## src/rtl/perceptron_pkg.sv

```systemverilog
// Shared types, sizes and helpers for the perceptron branch predictor.
package perceptron_pkg;

    localparam int unsigned PC_WIDTH     = 8;
    localparam int unsigned HISTORY      = 4;
    localparam int unsigned WEIGHT_WIDTH = 6;
    localparam int unsigned TABLE_DEPTH  = 32;
    localparam int unsigned INDEX_WIDTH  = $clog2(TABLE_DEPTH);
    localparam int unsigned THETA        = 21;
    localparam int unsigned SUM_WIDTH    = WEIGHT_WIDTH + 4;
    localparam int unsigned CNT_WIDTH    = 16;
    localparam int unsigned ROW_WIDTH    = WEIGHT_WIDTH * (HISTORY + 1);

    typedef logic signed [WEIGHT_WIDTH-1:0] weight_t;
    typedef logic signed [SUM_WIDTH-1:0]    sum_t;

    localparam weight_t W_MAX   = weight_t'((2 ** (WEIGHT_WIDTH - 1)) - 1);
    localparam weight_t W_MIN   = weight_t'(-(2 ** (WEIGHT_WIDTH - 1)));
    localparam sum_t    THETA_S = sum_t'(THETA);

    // One perceptron row: bias plus one weight per history bit.
    typedef struct packed {
        logic [WEIGHT_WIDTH-1:0]              bias;
        logic [HISTORY-1:0][WEIGHT_WIDTH-1:0] w;
    } row_t;

    typedef enum logic [1:0] {
        IDLE   = 2'd0,
        ACCEPT = 2'd1,
        WRITE  = 2'd2
    } state_t;

    typedef struct packed {
        logic [PC_WIDTH-1:0] pc;
        logic                taken;
        logic                pred;
        logic [SUM_WIDTH-1:0] sum;
        logic [HISTORY-1:0]  hist;
    } train_req_t;

    // Step a weight by +1/-1, sticking at the signed range limits.
    function automatic weight_t sat_add(input weight_t w, input logic inc);
        if (inc) begin
            return (w == W_MAX) ? w : weight_t'(w + weight_t'(1));
        end
        return (w == W_MIN) ? w : weight_t'(w - weight_t'(1));
    endfunction

    // Train on a mispredict or when the sum magnitude is within the threshold.
    function automatic logic needs_train(input train_req_t r);
        sum_t s;
        s = sum_t'(r.sum);
        return (r.pred != r.taken) || ((s <= THETA_S) && (s >= -THETA_S));
    endfunction

endpackage

```

## src/rtl/perceptron_row_update.sv

```systemverilog
// Combinational training step: saturated row after one outcome under one history.
module perceptron_row_update
    import perceptron_pkg::*;
(
    input  logic [ROW_WIDTH-1:0] row,
    input  logic [HISTORY-1:0]   hist,
    input  logic                 taken,
    output logic [ROW_WIDTH-1:0] row_next_c
);

    row_t row_in;
    row_t row_out;

    assign row_in = row_t'(row);

    // Weight moves toward agreement: up when outcome matches the history bit.
    always_comb begin
        row_out      = row_in;
        row_out.bias = sat_add(weight_t'(row_in.bias), taken);
        for (int i = 0; i < HISTORY; i++) begin
            row_out.w[i] = sat_add(weight_t'(row_in.w[i]), taken == hist[i]);
        end
    end

    assign row_next_c = ROW_WIDTH'(row_out);

endmodule

```

## src/rtl/perceptron_predictor.sv

```systemverilog
// Perceptron branch direction predictor with 2-cycle training and 1-entry pending buffer.
// Optional statistics counters are built when PERCEPTRON_STATS_EN is defined.
module perceptron_predictor
    import perceptron_pkg::*;
(
    input  logic                 clk,
    input  logic                 reset,
    input  logic [PC_WIDTH-1:0]  fetch_pc,
    output logic                 predict_taken,
    output logic [SUM_WIDTH-1:0] predict_sum,
    output logic [HISTORY-1:0]   predict_hist,
    input  logic                 train_valid,
    input  logic [PC_WIDTH-1:0]  train_pc,
    input  logic                 train_taken,
    input  logic                 train_pred,
    input  logic [SUM_WIDTH-1:0] train_sum,
    input  logic [HISTORY-1:0]   train_hist,
    output logic                 busy,
    output logic                 drop_pulse,
    output logic [CNT_WIDTH-1:0] mispredict_cnt,
    output logic [CNT_WIDTH-1:0] train_cnt
);

    row_t               table_q [TABLE_DEPTH];
    logic [HISTORY-1:0] ghr_q;
    state_t             state_q, state_d;
    train_req_t         req_q, req_d, pend_q, pend_d, in_req;
    logic               pend_valid_q, pend_valid_d;
    row_t               upd_row_q;
    row_t               acc_row;
    logic [ROW_WIDTH-1:0] upd_row_c;
    logic               busy_q, drop_q, drop_c, wr_en_c;
    row_t               fetch_row;
    sum_t               sum_c;
    logic               unused_bits;

    assign unused_bits = ^fetch_pc[PC_WIDTH-1:INDEX_WIDTH];

    // Dot product of the fetched row with the +/-1 history vector.
    always_comb begin
        fetch_row = table_q[fetch_pc[INDEX_WIDTH-1:0]];
        sum_c     = sum_t'(weight_t'(fetch_row.bias));
        for (int i = 0; i < HISTORY; i++) begin
            if (ghr_q[i]) begin
                sum_c = sum_t'(sum_c + sum_t'(weight_t'(fetch_row.w[i])));
            end else begin
                sum_c = sum_t'(sum_c - sum_t'(weight_t'(fetch_row.w[i])));
            end
        end
    end

    assign predict_sum   = SUM_WIDTH'(sum_c);
    assign predict_taken = ~sum_c[SUM_WIDTH-1];
    assign predict_hist  = ghr_q;

    assign in_req = '{pc: train_pc, taken: train_taken, pred: train_pred,
                      sum: train_sum, hist: train_hist};

    assign acc_row = table_q[req_q.pc[INDEX_WIDTH-1:0]];

    perceptron_row_update u_row_update (
        .row        (ROW_WIDTH'(acc_row)),
        .hist       (req_q.hist),
        .taken      (req_q.taken),
        .row_next_c (upd_row_c)
    );

    // Next-state, request hand-off and pending/drop decisions.
    always_comb begin
        state_d      = state_q;
        req_d        = req_q;
        pend_d       = pend_q;
        pend_valid_d = pend_valid_q;
        drop_c       = 1'b0;
        wr_en_c      = 1'b0;
        unique case (state_q)
            IDLE: begin
                if (pend_valid_q) begin
                    req_d        = pend_q;
                    state_d      = ACCEPT;
                    pend_valid_d = train_valid;
                    if (train_valid) begin
                        pend_d = in_req;
                    end
                end else if (train_valid) begin
                    req_d   = in_req;
                    state_d = ACCEPT;
                end
            end
            ACCEPT: begin
                state_d = needs_train(req_q) ? WRITE : IDLE;
            end
            WRITE: begin
                wr_en_c = 1'b1;
                if (pend_valid_q) begin
                    req_d        = pend_q;
                    pend_valid_d = 1'b0;
                    state_d      = ACCEPT;
                end else begin
                    state_d = IDLE;
                end
            end
            default: state_d = IDLE;
        endcase
        if (train_valid && (state_q != IDLE)) begin
            if (pend_valid_q) begin
                drop_c = 1'b1;
            end else begin
                pend_d       = in_req;
                pend_valid_d = 1'b1;
            end
        end
    end

    always_ff @(posedge clk or posedge reset) begin
        if (reset) begin
            state_q      <= IDLE;
            req_q        <= '0;
            pend_q       <= '0;
            pend_valid_q <= 1'b0;
            upd_row_q    <= '0;
            ghr_q        <= '0;
            busy_q       <= 1'b0;
            drop_q       <= 1'b0;
        end else begin
            state_q      <= state_d;
            req_q        <= req_d;
            pend_q       <= pend_d;
            pend_valid_q <= pend_valid_d;
            busy_q       <= (state_d != IDLE);
            drop_q       <= drop_c;
            if (state_q == ACCEPT) begin
                upd_row_q <= row_t'(upd_row_c);
            end
            // History shifts in resolution order, even for dropped requests.
            if (train_valid) begin
                ghr_q <= {ghr_q[HISTORY-2:0], train_taken};
            end
        end
    end

    always_ff @(posedge clk or posedge reset) begin
        if (reset) begin
            for (int i = 0; i < TABLE_DEPTH; i++) begin
                table_q[i] <= '0;
            end
        end else if (wr_en_c) begin
            table_q[req_q.pc[INDEX_WIDTH-1:0]] <= upd_row_q;
        end
    end

    assign busy       = busy_q;
    assign drop_pulse = drop_q;

`ifdef PERCEPTRON_STATS_EN
    logic [CNT_WIDTH-1:0] train_cnt_q, mispredict_cnt_q;

    always_ff @(posedge clk or posedge reset) begin
        if (reset) begin
            train_cnt_q      <= '0;
            mispredict_cnt_q <= '0;
        end else if (train_valid && !drop_c) begin
            train_cnt_q <= CNT_WIDTH'(train_cnt_q + CNT_WIDTH'(1));
            if (train_pred != train_taken) begin
                mispredict_cnt_q <= CNT_WIDTH'(mispredict_cnt_q + CNT_WIDTH'(1));
            end
        end
    end

    assign train_cnt      = train_cnt_q;
    assign mispredict_cnt = mispredict_cnt_q;
`else
    assign train_cnt      = '0;
    assign mispredict_cnt = '0;
`endif

endmodule
```

## config.mk

```make
export PLATFORM = sky130hd
export DESIGN_NAME = perceptron_predictor
export DESIGN_NICKNAME = d
export VERILOG_FILES = /design/src/rtl/perceptron_pkg.sv /design/src/rtl/perceptron_row_update.sv /design/src/rtl/perceptron_predictor.sv
export SDC_FILE = /design/constraint.sdc
export NUM_CORES = 2
export LEC_CHECK = 0
export CORE_MARGIN = 5
export CORE_UTILIZATION = 64
export CTS_CLUSTER_DIAMETER = 60
export DETAILED_ROUTE_END_ITERATION = 8
export PLACE_DENSITY = 0.9
export SYNTH_ARGS = -nofsm -noshare
export SYNTH_HDL_FRONTEND = slang
export SYNTH_SLANG_ARGS = --single-unit
```

## constraint.sdc

```tcl
create_clock -name clk -period 45.7 [get_ports clk]
set_input_delay 13.71 -clock clk [delete_from_list [all_inputs] [get_ports clk]]
set_output_delay 13.71 -clock clk [all_outputs]
set_load 0.01 [all_outputs]
```

# Word level (Yosys, flattened, before mapping)
# Cells that the tools add are included.
# totals
regBits,1044
latchBits,0
ram_bits,0
mem_bits_ro,0
input_bits,35
memories,0
# op_classes
addsub,18
mul,0
div,0
order_cmp,5
eq_ne,19
shift,0
n_mux,59
bitwise,3
n_reduce_logical,9
# op_table
operator,count
960-bit bitwise mux,1
30-bit binary-select mux with 5-bit select,2
30-bit demux with 5-bit select,1
30-bit two-way mux,5
24-bit two-way mux,5
6-bit two-way mux,20
21-bit two-way mux,3
"6-bit equality test, second input constant",10
21-bit case mux with 2 select lines,1
10-bit two-way mux,4
10-bit by 6-bit adder with 10-bit output,3
"6-bit by 2-bit adder with 6-bit output, second input constant",5
10-bit by 6-bit subtractor with 10-bit output,3
"6-bit by 2-bit subtractor with 6-bit output, second input constant",5
"6-bit >= comparator, second input constant",2
1-bit two-way mux,12
5-bit NOT with 6-bit output,2
"10-bit by 6-bit >= comparator with 1-bit output, second input constant",1
"10-bit by 6-bit less-or-equal comparator with 1-bit output, second input constant",1
6-bit by 6-bit adder with 7-bit output,1
6-bit by 6-bit subtractor with 7-bit output,1
"6-bit by 1-bit < comparator with 1-bit output, second input constant",1
2-bit two-way mux,3
2-bit case mux with 3 select lines,1
other kinds (13),20

# Logic depth before layout (Yosys ltp)
# depth
depth_word,13
ltp_mapped,36
mapped_depth_nobuf,29

# By module
# From an unflattened synthesis, not the netlist that was laid out.
# unflattened
hier_cells,3929
area_unflattened_um2,57142.3
# by_module_without_submodules
mod,n_inst,cells_each,area_per_inst_um2,seq_area_each_um2
perceptron_predictor,1,3720,55688.4,26050.0
perceptron_row_update,1,209,1453.9,0.0

# Least setup slack after synthesis
# OpenSTA, ideal clock, no wires.
# synth_path
kind,input to output
startpoint,input port fetch_pc[0]
endpoint,output port predict_sum[9]
arrival_ns,20.655
slack_ns,11.335
path_stages,32
path_buffers,7
cell_sequence,buf_6 buf_12 buf_6 buf_4 buf_4 buf_2 buf_1 mux4_2 mux4_2 mux2_2 ha_1 inv_1 fa_1 nor2b_1 o21ai_0 a21boi_0 o21a_1 nor2_1 xnor2_1 xor2_2 ha_1 o41ai_1 xnor2_1 ha_1 a21oi_1 xnor2_1 ha_1 a21oi_1 o21ai_0 xor2_1 xnor3_1 xnor3_1
# synth_via
elab_chain_cells,12
word_cells_on_any_way,16
# synth_lines
element,line,rtl
from (decl),perceptron_predictor.sv:8,"input logic [PC_WIDTH-1:0] fetch_pc,"
5-bit NOT with 6-bit output (implied by the code) *,perceptron_predictor.sv:41,fetch_row = table_q[fetch_pc[INDEX_WIDTH-1:0]];
30-bit binary-select mux with 5-bit select *,perceptron_predictor.sv:41,
30-bit two-way mux (implied by the code) * (2 in a row),perceptron_predictor.sv:41,
6-bit by 6-bit subtractor with 7-bit output / 6-bit by 6-bit adder with 7-bit output (equally long branches),"perceptron_predictor.sv:47, perceptron_predictor.sv:45",
10-bit two-way mux,perceptron_predictor.sv:44,if (ghr_q[i]) begin
10-bit by 6-bit subtractor with 10-bit output / 10-bit by 6-bit adder with 10-bit output (equally long branches),"perceptron_predictor.sv:47, perceptron_predictor.sv:45",
10-bit two-way mux,perceptron_predictor.sv:44,
10-bit by 6-bit subtractor with 10-bit output / 10-bit by 6-bit adder with 10-bit output (equally long branches),"perceptron_predictor.sv:47, perceptron_predictor.sv:45",
10-bit two-way mux,perceptron_predictor.sv:44,
10-bit by 6-bit subtractor with 10-bit output / 10-bit by 6-bit adder with 10-bit output (equally long branches),"perceptron_predictor.sv:47, perceptron_predictor.sv:45",
10-bit two-way mux *,perceptron_predictor.sv:44,
to (decl),perceptron_predictor.sv:10,"output logic [SUM_WIDTH-1:0] predict_sum,"
# Every way passes the cells marked *; elsewhere a longest branch is shown, timed or not. The select of a mux whose other input is x is not followed.

# Worst setup path after layout
# Same ends and word-level chain as after synthesis.

==> summary.txt <==
Drt
  – Total wire length: 169000 microns
  – Routed length per instance: 33.1 microns
  – Via/cell ratio: 7.59
  – Count of TritonRoute iterations in the first routing pass: 5
  – Met3 wire len: 21800 microns
  – DRC: 0
  – Vias: 38685
  – Top sig layer: met4
  – Detailed route wirelength on metal2: 75900 microns
  – Wl on met1: 58100 microns
  – ANT nets after route: 0
  – DRT iter0 DRCs: 5471

Global route
  – Vias in the first global route: 40216
  – Global route overflow: 0
  – Global-route wire length before repair: 254000 microns
  – Largest net degree at the start of global routing: 198
  – GRT Overall Usage: 35.4%
  – Initial antenna violation count: 0

Cells and area
  – Fin cells: 5097
  – Core Util, Final: 69.4%
  – # diodes: 0
  – Layout cells sized above 1: 44.4%
  – Layout Area Growth over Synthesis: 7.23%
  – Nets: 3950

Timing
  – FMAX: 27.4 MHz
  – Final hold viol count: 0
  – Setup Skew: 0.0285 ns
  – Setup TNS: 0 ns
  – Worst slew pin tran: 1.33 ns
  – Period Utilization, post-route: 80.0%
  – Final min period: 36.54 ns
  – Final setup vio count: 0
  – Max Slew Vio Count: 0
  – Slew margin rel.: 11.3%
  – RSZ-0062 raised after global routing: false

Logic synthesis
  – Most common library cells after synthesis: dfrtp_1, mux2_2, mux4_2
  – Mapped cell area: 57400 sq um
  – Top-area cell type share of the netlist area: 45.4%
  – Post-synthesis async set-or-reset flop share: 100%
  – Yosys cell types: 75
  – Synth Instances: 4014
  – Sequential fraction of the synthesis area: 45.4%
  – Area leader, netlist: dfrtp_1
  – Synth top area cells: dfrtp_1, mux2_2, mux4_2
  – Post-Syn Area per Cell: 14.3 sq um
  – Top FF cell, synth: dfrtp_1
  – Ys Warns: 0
  – Seq cells post-synth: 1041
  – Most common cell in the netlist: dfrtp_1
  – Post-synth EDFFs: 0

Clocking
  – Root Buffer: clkbuf_16
  – # clock sinks: 1041
  – # hold bufs at CTS: 0
  – Post-CTS resize count: 0
  – H-Tree Depth: 3
  – Worst-path clk slew: 0.06 ns
  – Worst skew pair latency: 0.69 ns
  – CTS buffer count: 103
  – Post-CTS Setup Repair Bufs: 0
  – CTS tree: done
  – CTS max path bufs: 3

Worst setup path
  – Worst setup EP type: output pin
  – Crit path DAT: 22.83 ns
  – Startpoint types: input port
  – CP dominant cell by count: ha_1
  – Crit Path Category: input port to output pin
  – Crit-path max cell delay: 0.80 ns
  – Maximum fanout along the worst path: 86
  – Slowest-stage cell, CP: buf_4
  – Req. time, crit path: 31.99 ns

Placement
  – RePlAce Congestion: 0.906
  – HPWL after DPL: 95600 microns
  – Placed Cells: 4919
  – I/O Buffers: 45

Status
  – Status: complete, no violations

Pwr
  – Leakage Power: 28.2 nW
  – Max IR drop VDD: 0.150 mV
  – Total Power: 4.64 mW
  – Power Dens Cells: 75.4 nW/um^2

Die
  – Die H: 309 microns
  – Row cnt: 109
  – Boundary Pins: 84
  – Die X-Extent: 309 microns
  – Full die area: 95700 sq um
  – Initial Utilization: 64.7%
  – Core Region: 88600 sq um

Min path
  – Type of the worst min-delay path: flop to flop

Run
  – Max-cap violations: 0
[area by class of cell]
class / instances / area (sq um)
multi-input cells: 2530 / 29300
fillers: 5399 / 27100
flip-flops and latches: 1041 / 26100
clock buffers: 147 / 2990
well taps: 1165 / 1460
repair buffers: 126 / 1100
clock inverters: 31 / 444
inverters: 57 / 221
[cell families after synthesis]
kind of cell | count (synthesis) | synth area share [%]
flops | 1041 | 45.4
other cells | 1 | 0.00654
compound gates | 407 | 4.87
mux | 1568 | 39.8
simple gates | 395 | 3.42
fa+ha+maj | 56 | 1.27
xor+xnor | 72 | 1.19
buf+inv | 474 | 4.08
[worst max-delay path: cells and delay by family]
family,cells,cell delay [ns]
AOI/OAI and AO/OA,7,1.62
adders and majority gates,4,1.33
xor gates and xnor gates,8,2.18
buffers and inverters,4,2.76
and+or+nand+nor,3,0.37
muxes,2,0.77
[power breakdown]
| group | internal (mW) | total, mW | switching, mW |
|---|---|---|---|
| clock | 0.508 | 0.877 | 0.368 |
| combinational | 1.14 | 2.20 | 1.06 |
| sequential | 1.22 | 1.57 | 0.350 |
[worst paths after layout]
path                                       start                         to  slack, ns  cells after the start
hold reg to reg              pend_q[6]$_DFF_PP0_        pend_q[6]$_DFF_PP0_       0.51                      1
setup reg to reg           req_q[17]$_DFFE_PP0P_  upd_row_q[13]$_DFFE_PP0P_      40.31                      9
setup / recovery                     fetch_pc[0]             predict_sum[9]       9.16                     28
min in group asynchronous                  reset   table_q[566]$_DFFE_PP0P_      13.60                      2
hold / removal               pend_q[6]$_DFF_PP0_        pend_q[6]$_DFF_PP0_       0.51                      1
max in group asynchronous                  reset      req_q[17]$_DFFE_PP0P_      28.61                      5
[flip-flops by register name (all words and copies together) (netlist names)]
signal / cells
upd_row_q: 30
busy: 1
table_q: 960
predict_hist: 4
state_q: 2
pend_q: 21
pend_valid_q: 1
drop_pulse: 1
req_q: 21
[cells in the final DEF, fill, tap and decap left out, types with 14 or more instances in the layout]
cell type,count
and4_1,16
nand4_1,20
clkbuf_1,22
inv_1,54
nor3_1,24
mux4_2,467
clkdlybuf4s50_1,40
clkbuf_16,105
mux2_2,972
conb_1,32
a21oi_1,34
nor2b_1,16
nand2_2,24
clkbuf_8,20
mux2i_1,124
xor2_1,22
o21ai_0,86
a21o_1,19
clkinv_2,15
xnor2_1,46
a211oi_1,14
nor2_1,61
ha_1,52
a22oi_1,163
nand2_1,133
buf_4,81
dfrtp_1,1039
nand3_1,32
[routing by layer]
metal  up-vias  GRT usage (%)
li1      14997              -
met1     20005           45.7
met2      2843           53.1
met3       840           11.6
met4         0           20.7
met5         -              0
[per-stage QoR]
step	hold WS (ns)	setup slack (ns)	area (sq um)
after global placement	0.473	9.42	58100
after detailed placement	0.485	9.30	58100
final	0.506	9.16	61500
after CTS	0.507	9.21	61500
after global routing	0.527	8.60	61500
after floorplan	0.451	2.69	57500
No activity file was read; power rests on OpenSTA's default activity.
